<file path="src/rtl/cache_tag_ctrl.sv">
// Tag/state controller for a 2-way set-associative cache: hit/miss lookup, LRU tracking,
// and the refill handshake to memory with a dirty-victim writeback flag.
module cache_tag_ctrl #(
  parameter int unsigned ADDR_WIDTH  = 32,
  parameter int unsigned TAG_BITS    = 22,
  parameter int unsigned INDEX_BITS  = 4,
  parameter int unsigned OFFSET_BITS = 6,
  parameter int unsigned N_WAYS      = 2
) (
  input  logic                  clk,
  input  logic                  rst_n,
  input  logic                  req_valid,
  output logic                  req_ready,
  input  logic [TAG_BITS-1:0]   req_tag,
  input  logic [INDEX_BITS-1:0] req_index,
  input  logic                  req_write,
  input  logic                  invalidate_all,
  output logic                  resp_valid,
  output logic                  resp_hit,
  output logic                  resp_way,
  output logic                  refill_req_valid,
  input  logic                  refill_req_ready,
  output logic [ADDR_WIDTH-1:0] refill_addr,
  output logic                  refill_wb,
  output logic [ADDR_WIDTH-1:0] refill_wb_addr,
  input  logic                  refill_done
);

  localparam int unsigned NumSets = 2 ** INDEX_BITS;

  if (N_WAYS != 2) begin : gen_ways_check
    $error("cache_tag_ctrl: only N_WAYS == 2 is supported");
  end

  typedef enum logic [2:0] {
    StIdle,
    StLookup,
    StMissReq,
    StMissWait,
    StResp
  } state_e;

  state_e state_q, state_d;

  // Per-set line state
  logic [TAG_BITS-1:0]           tag_q [NumSets];
  logic [TAG_BITS-1:0]           tag_d [NumSets];
  logic [TAG_BITS-1:0]           tag_w1_q [NumSets];
  logic [TAG_BITS-1:0]           tag_w1_d [NumSets];
  logic [NumSets-1:0][1:0]       valid_q, valid_d;
  logic [NumSets-1:0][1:0]       dirty_q, dirty_d;
  logic [NumSets-1:0]            lru_q, lru_d;

  // Captured request and registered outputs
  logic [TAG_BITS-1:0]           req_tag_q, req_tag_d;
  logic [INDEX_BITS-1:0]         req_index_q, req_index_d;
  logic                          req_write_q, req_write_d;
  logic                          victim_q, victim_d;
  logic                          resp_hit_q, resp_hit_d;
  logic                          resp_way_q, resp_way_d;
  logic [ADDR_WIDTH-1:0]         refill_addr_q, refill_addr_d;
  logic                          refill_wb_q, refill_wb_d;
  logic [ADDR_WIDTH-1:0]         refill_wb_addr_q, refill_wb_addr_d;

  logic [TAG_BITS-1:0]           set_tag0, set_tag1, victim_tag;
  logic                          hit0, hit1, hit, hit_way, victim;

  function automatic logic [ADDR_WIDTH-1:0] line_addr(input logic [TAG_BITS-1:0]   t,
                                                      input logic [INDEX_BITS-1:0] i);
    line_addr = ADDR_WIDTH'({t, i, {OFFSET_BITS{1'b0}}});
  endfunction

  // Lookup of the captured request against its set
  always_comb begin
    set_tag0   = tag_q[req_index_q];
    set_tag1   = tag_w1_q[req_index_q];
    hit0       = valid_q[req_index_q][0] && (set_tag0 == req_tag_q);
    hit1       = valid_q[req_index_q][1] && (set_tag1 == req_tag_q);
    hit        = hit0 || hit1;
    hit_way    = hit0 ? 1'b0 : 1'b1;
    if (!valid_q[req_index_q][0]) begin
      victim = 1'b0;
    end else if (!valid_q[req_index_q][1]) begin
      victim = 1'b1;
    end else begin
      victim = lru_q[req_index_q];
    end
    victim_tag = victim ? set_tag1 : set_tag0;
  end

  // FSM: state register
  always_ff @(posedge clk or negedge rst_n) begin
    if (!rst_n) begin
      state_q <= StIdle;
    end else begin
      state_q <= state_d;
    end
  end

  // FSM: next state
  always_comb begin
    state_d = state_q;
    unique case (state_q)
      StIdle: begin
        if (!invalidate_all && req_valid) state_d = StLookup;
      end
      StLookup:   state_d = hit ? StResp : StMissReq;
      StMissReq: begin
        if (refill_req_ready) state_d = StMissWait;
      end
      StMissWait: begin
        if (refill_done) state_d = StResp;
      end
      StResp:     state_d = StIdle;
      default:    state_d = StIdle;
    endcase
  end

  // FSM: outputs
  always_comb begin
    req_ready        = (state_q == StIdle) && !invalidate_all;
    resp_valid       = (state_q == StResp);
    refill_req_valid = (state_q == StMissReq);
    resp_hit         = resp_hit_q;
    resp_way         = resp_way_q;
    refill_addr      = refill_addr_q;
    refill_wb        = refill_wb_q;
    refill_wb_addr   = refill_wb_addr_q;
  end

  // Datapath next state
  always_comb begin
    tag_d            = tag_q;
    tag_w1_d         = tag_w1_q;
    valid_d          = valid_q;
    dirty_d          = dirty_q;
    lru_d            = lru_q;
    req_tag_d        = req_tag_q;
    req_index_d      = req_index_q;
    req_write_d      = req_write_q;
    victim_d         = victim_q;
    resp_hit_d       = resp_hit_q;
    resp_way_d       = resp_way_q;
    refill_addr_d    = refill_addr_q;
    refill_wb_d      = refill_wb_q;
    refill_wb_addr_d = refill_wb_addr_q;
    unique case (state_q)
      StIdle: begin
        if (invalidate_all) begin
          valid_d = '0;
          dirty_d = '0;
          lru_d   = '0;
        end else if (req_valid) begin
          req_tag_d   = req_tag;
          req_index_d = req_index;
          req_write_d = req_write;
        end
      end
      StLookup: begin
        if (hit) begin
          dirty_d[req_index_q][hit_way] = dirty_q[req_index_q][hit_way] | req_write_q;
          lru_d[req_index_q]            = ~hit_way;
          resp_hit_d                    = 1'b1;
          resp_way_d                    = hit_way;
        end else begin
          victim_d         = victim;
          refill_addr_d    = line_addr(req_tag_q, req_index_q);
          refill_wb_d      = valid_q[req_index_q][victim] && dirty_q[req_index_q][victim];
          refill_wb_addr_d = line_addr(victim_tag, req_index_q);
        end
      end
      StMissWait: begin
        if (refill_done) begin
          if (victim_q) begin
            tag_w1_d[req_index_q] = req_tag_q;
          end else begin
            tag_d[req_index_q] = req_tag_q;
          end
          valid_d[req_index_q][victim_q] = 1'b1;
          dirty_d[req_index_q][victim_q] = req_write_q;
          lru_d[req_index_q]             = ~victim_q;
          resp_hit_d                     = 1'b0;
          resp_way_d                     = victim_q;
        end
      end
      default: ;
    endcase
  end

  always_ff @(posedge clk or negedge rst_n) begin
    if (!rst_n) begin
      for (int s = 0; s < NumSets; s++) begin
        tag_q[s]    <= '0;
        tag_w1_q[s] <= '0;
      end
      valid_q          <= '0;
      dirty_q          <= '0;
      lru_q            <= '0;
      req_tag_q        <= '0;
      req_index_q      <= '0;
      req_write_q      <= 1'b0;
      victim_q         <= 1'b0;
      resp_hit_q       <= 1'b0;
      resp_way_q       <= 1'b0;
      refill_addr_q    <= '0;
      refill_wb_q      <= 1'b0;
      refill_wb_addr_q <= '0;
    end else begin
      tag_q            <= tag_d;
      tag_w1_q         <= tag_w1_d;
      valid_q          <= valid_d;
      dirty_q          <= dirty_d;
      lru_q            <= lru_d;
      req_tag_q        <= req_tag_d;
      req_index_q      <= req_index_d;
      req_write_q      <= req_write_d;
      victim_q         <= victim_d;
      resp_hit_q       <= resp_hit_d;
      resp_way_q       <= resp_way_d;
      refill_addr_q    <= refill_addr_d;
      refill_wb_q      <= refill_wb_d;
      refill_wb_addr_q <= refill_wb_addr_d;
    end
  end

endmodule
</file>
<file path="config.mk">
export PLATFORM = sky130hd
export DESIGN_NAME = cache_tag_ctrl
export DESIGN_NICKNAME = d
export VERILOG_FILES = /design/src/rtl/cache_tag_ctrl.sv
export SDC_FILE = /design/constraint.sdc
export NUM_CORES = 1
export LEC_CHECK = 0
export BUFFER_PORTS_ARGS = -buffer_cell sky130_fd_sc_hd__buf_2
export CORE_ASPECT_RATIO = 1.5
export CORE_UTILIZATION = 25
export DETAILED_ROUTE_END_ITERATION = 8
export GPL_TIMING_DRIVEN = 0
export PLACE_DENSITY_LB_ADDON = 0.25
export SYNTH_ARGS = -nofsm -noshare
export SYNTH_HDL_FRONTEND = slang
export SYNTH_SLANG_ARGS = --single-unit
</file>
<file path="constraint.sdc">
create_clock -name clk -period 4.1 [get_ports clk]
set_clock_uncertainty 0.05 [all_clocks]
set_input_delay 0.82 -clock clk [delete_from_list [all_inputs] [get_ports clk]]
set_output_delay 0.82 -clock clk [all_outputs]
set_load 0.01 [all_outputs]
</file>
Word-level counts from Yosys, hierarchy flattened
Index checks and enable logic that the tools add are counted.
Storage, ports and cells
  bits in registers: 870
  output and inout bits: 70
Cells by class
  magnitude comparators: 9
  equality and inequality tests: 11
  muxes and demuxes: 61
  bitwise gates (word level): 6
  reduce and logical (&&, ||, !) cells: 23
Operators by type and width (number)
  $bwmux W352: 2
  $bmux W22 S4: 2
  $mux W22: 6
  $mux W32: 4
  $pmux W32 S3: 1
  $demux W22 S4: 1
  $bwmux W32: 2
  $pmux W32 S2: 1
  $mux W16: 3
  $pmux W16 S3: 1
  $eq A22 B22 Y1: 2
  $bwmux W16: 2
  $or A32 B32 Y32: 1
  $reduce_and A3 Y1: 6
  $mux W1: 17
  $bmux W2 S4: 2
  $demux W2 S4: 2
  $mux W3: 4
  $pmux W3 S4: 1
  $logic_and A1 B1 Y1: 9
  $mux W2: 4
  $ne A2 B2 Y1 const B: 4
  $eq A3 B2 Y1 const B: 2
  $lt A1 B2 Y1 const B: 3
  other kinds (22): 28

Longest topological paths before layout
  depth in word-level cells: 16
  mapped depth: 17
  mapped depth without buffers: 9

Least setup slack after synthesis
No wires, ideal clock.
  kind: reg2reg
  start: register req_index_q[0]
  end: register refill_wb_addr_q[26], in the netlist refill_wb_addr[26]
  arrival: 3517 ps
  setup slack: 456 ps
  cell stages (with the launch flop): 14
  buffers on the path: 8
  period minus slack after synthesis: 3644 ps
  cell sequence: dfrtp_1 buf_6 buf_6 buf_6 buf_6 buf_6 buf_2 mux4_2 mux4_2 o21ai_0 buf_2 buf_2 mux4_2 a21oi_1
On the way
  longest elaborated chain between the ends: 9
  elaborated cells on any way between the ends: 21
  those cells by class: eq/ne (2); mux (13); bitwise (2); reduce/logical (4)
Ends and longest elaborated chain
  start: declaration: line 56  | logic [INDEX_BITS-1:0] req_index_q, req_index_d;
  start signal: assignment: line 215  | req_index_q <= req_index_d;
  $not A4 Y5 (implied by the code): line 75, 76
  $bmux W22 S4, on equally long branches: line 75, 76
  $mux W22, on equally long branches (2 in a row): line 75, 76
  $eq A22 B22 Y1, on equally long branches: line 77, 78
  $logic_and A1 B1 Y1, on equally long branches: line 77, 78
  $logic_or A1 B1 Y1: line 79  | hit = hit0 || hit1;
  $not A1 Y1 (no source line)
  $reduce_and A2 Y1 (no source line)
  end signal: assignment: line 222  | refill_wb_addr_q <= refill_wb_addr_d;
  end: declaration: line 63  | logic [ADDR_WIDTH-1:0] refill_wb_addr_q, refill_wb_addr_d;
Parallel ways exist; a longest one is shown, timed or not. The select of a mux whose other input is x is not followed.
A chain may end at the register's enable or synchronous reset.

Worst setup path after layout
  start: register req_index_q[0]
  end: register dirty_q[0] in the netlist's numbering
On the way
  longest elaborated chain between the ends: 16
  elaborated cells on any way between the ends: 39
  those cells by class: order compare (4); eq/ne (3); mux (24); bitwise (2); reduce/logical (6)
Ends and longest elaborated chain
  $not A4 Y5 (implied by the code): line 75, 76
  $bmux W22 S4: line 75  | set_tag0 = tag_q[req_index_q];
  $mux W22 (implied by the code) (2 in a row): line 75
  $eq A22 B22 Y1: line 77  | hit0 = valid_q[req_index_q][0] && (set_tag0 == req_tag_q);
  $logic_and A1 B1 Y1: line 77
  $mux W1: line 80  | hit_way = hit0 ? 1'b0 : 1'b1;
  $lt A1 B2 Y1 (implied by the code) / $ge A1 B1 Y1 (equally long branches): line 161  | dirty_d[req_index_q][hit_way] = dirty_q[req_index_q][hit_way] | req_write_q;
  $logic_and A1 B1 Y1 (implied by the code): line 161
  $mux W1 (implied by the code): line 161
  $demux W1 S1: line 161
  $mux W2 (implied by the code): line 161
  $demux W2 S4: line 161
  $bwmux W32: line 161
  $mux W32: line 160  | if (hit) begin
  $pmux W32 S3: line 147  | unique case (state_q)
  end signal: assignment: line 212  | dirty_q <= dirty_d;
  end: declaration: line 51  | logic [NumSets-1:0][1:0] dirty_q, dirty_d;
Parallel ways exist; a longest one is shown, timed or not. The select of a mux whose other input is x is not followed.

==> reports/metrics.yaml <==
run_status:
  status: "complete, but fails checks"
  failed_checks: "setup timing"
final_layout:
  fin_area_um2: 52960
  synthToLayoutAreaGrowth_pct: 26.97
  drive_above_1_share_pct: 48.24
  nNetsFinal: 3520
  finalNonFillerCells: 5782
  post-route-util_pct: 31.94
worst_setup_path:
  worstSetupEndpointType: "flop"
  worstSetupPathType: "flop to flop"
  start_kind: "flop"
  critPathCapture: "dirty_q[0]"
  worst_ep_arrival_time_ps: 4880
  r2r_slack_ps: -200
  crit_fanout: 10
  r2r_cells: 16
  r2r-end: "dirty_q[0]"
  r2r_start: "req_index_q[0]"
  startpoint: "req_index_q[0]"
  crit_required_ps: 4680
clock_network:
  htree_levels: 3
  cts.sinks: 866
  clkLatencyLatePin_ps: 730
  numCtsBuffers: 92
  clockBufferDepth: 3
  cts_tree: "yes"
  cts-root-buf: "clkbuf_16"
  clk_pin_slew_ps: 60
timing:
  finalCriticalPeriod_ps: 4303
  slew_violations: 0
  tightest_slew_ps: 1444
  fin_tns_setup_ps: -8661
  setup_slack_ps: -203.4
  fmax_mhz: 232.4
  grt_setup_unrepaired: "yes"
  timing.final.crit_share_pct: 105.0
  hold_viol_final: 0
  finalSetupViolCount: 112
  maxSlewHeadroom_pct: 3.738
synthesis:
  yosys-top-cells-count: "dfrtp_1, mux2_2, clkbuf_1"
  synth_compound_area_share_pct: 7.104
  syn_inst: 3154
  ys.flop_type: "dfrtp_1"
  ys_types: 77
  ys_async_sr_fraction_pct: 100.0
  postSynthAreaPerCell_um2: 13.22
  yosys.area_share.xor_xnor_pct: 0.6720
  ys_seq_area_share_pct: 51.96
  synth-seq-cells: 866
  yosys_warnings: 0
  synthSimpleGateAreaFrac_pct: 5.013
  synth_top_family_by_area: "multiplexers"
  synthMuxAreaShare_pct: 31.44
  synth_top_area_cell: "dfrtp_1"
  synth_top_cell_area_share_pct: 51.96
  synth-edff-count: 0
  synthAdderAreaFrac_pct: 0
  synth_area_leaders: "dfrtp_1, mux2_2, mux4_2, mux2i_1, clkbuf_1"
  syn-cell-area_um2: 41710
  synthMostInstantiatedCell: "dfrtp_1"
route:
  antenna_left: 0
  drtIter0Drc: 2569
  avgViaCountPerCell: 5.137
  drt-total-wl_um: 174800
  drcViolationCount: 0
  post_drt_wl_per_cell_um: 30.24
  vias: 29700
  dr.pass1.iters: 7
global_routing:
  track_usage_pct: 20.57
  antenna_found_initial: 8
  grt_overflow: 0
  use_met2_pct: 35.29
  grtUsageMet1_pct: 24.06
  use_met3_pct: 3.097
  grt_pass1_wl_um: 242400
  grt.busiest_layer: "met2"
  grt_pass1_vias: 30160
  grt_max_degree: 114
floorplanning:
  pin_count: 103
  initial_core_util_pct: 25.16
  dieWidth_um: 335.5
  core_um2: 165800
  num_rows: 183
  die_h_um: 502.2
  die-area_um2: 168500
placement:
  dp.cells: 5484
  dpl_cell_area_um2: 45230
  globalplace.congestion: 0.9564
  dp_hpwl_um: 122000
  portBuffers: 90
power:
  peakVddDrop_mv: 0.4385
  leakagePower_nw: 23.52
  power_density_nw_per_um2: 790.7
min_path:
  hold_path_class: "input port to async pin"
flow_run:
  drv_cap: 0
## placed cells by master (no fill, tap or decap), types with 36 or more instances in the layout
cell type    n
nor2_1      90
clkbuf_1   156
a22oi_1     53
buf_4      119
clkbuf_16  100
mux2i_1    110
clkbuf_8    36
o21ai_0    101
mux4_2     152
mux2_2     717
buf_12      37
buf_2       97
a21oi_1     61
nand2_1    132
dfrtp_1    865
## routing by layer
metal  wire [um]  share of wire (%)  vias to the layer above
li1            -                  -                    12320
met3        9130                5.2                      391
met5          12             0.0069                        -
met1       66680                 38                    15830
met2       86520                 49                     1158
met4       12490                7.1                        2
## state kept, by name, summed over array words and instances (netlist names)
signal / cells
dirty_q: 32
lru_q: 16
refill_addr: 22
refill_wb: 1
refill_wb_addr: 26
req_index_q: 4
req_tag_q: 22
req_write_q: 1
resp_hit: 1
resp_way: 1
state_q: 3
tag_q: 352
tag_w1_q: 352
valid_q: 32
victim_q: 1
## worst min path at each step
stage,startpoint,end,slack (ps)
2_1_floorplan,tag_w1_q[120],tag_w1_q[120],390
3_3_place_gp,tag_w1_q[109],tag_w1_q[109],410
3_5_place_dp,tag_w1_q[211],tag_w1_q[211],420
4_1_cts,rst_n,tag_w1_q[230],60
5_1_grt,rst_n,tag_w1_q[252],110
6_report,rst_n,tag_w1_q[252],60
## cell type report
| cell class | instances | area (um^2) |
|---|---|---|
| fillers | 16610 | 112800 |
| flip-flops and latches | 866 | 21670 |
| multi-input cells | 1973 | 20670 |
| well taps | 2220 | 2778 |
| clock buffers | 137 | 2775 |
| plain buffers | 311 | 2479 |
| repair buffers | 230 | 2173 |
| clock inverters | 31 | 355.3 |
| inverters | 13 | 55.05 |
| diodes | 1 | 2.502 |
## worst max-delay path: stages, from the launching register on
cell,delay (ps)
dfrtp_2,450
buf_12,220
buf_16,150
buf_16,180
buf_16,200
buf_8,240
mux2i_2,380
a22o_1,260
nor4_1,110
a2111oi_2,470
nand3b_1,190
nor3b_4,210
buf_4,220
a31oi_4,200
buf_4,220
a2bb2oi_1,130
o31ai_1,260
## per-stage QoR
step	hold slack, ps	total power, mW	setup WS [ps]
3_3_place_gp	406.9	28.28	-18040
2_1_floorplan	394.6	20.91	455.7
5_1_grt	111.3	43.07	-234.6
4_1_cts	63.66	40.59	-80.94
6_report	60.16	41.87	-203.4
3_5_place_dp	415.6	28.44	-2542
## cells by family after synthesis
group,count (synthesis)
flip-flops,866
AND/OR/NAND/NOR,449
AO/OA/AOI/OAI,449
other,1
buffers and inverters,327
XOR/XNOR,32
multiplexers,1030
## report_power, final
group	total (mW)	internal [mW]	switching [mW]
clock network	8.84	5.06	3.77
logic	21.1	8.20	12.9
registers	11.9	10.6	1.32
total	41.9	23.9	18.0
## timing repair
action	CTS	global route
pin swaps	29	42
cloned	7	6
hold buffers	0	0
setup buffers	73	47
endpoints found under the setup margin	838	485
hold endpoints to repair	0	0
gates resized for setup	569	210
(Power assumes the default switching activity.)
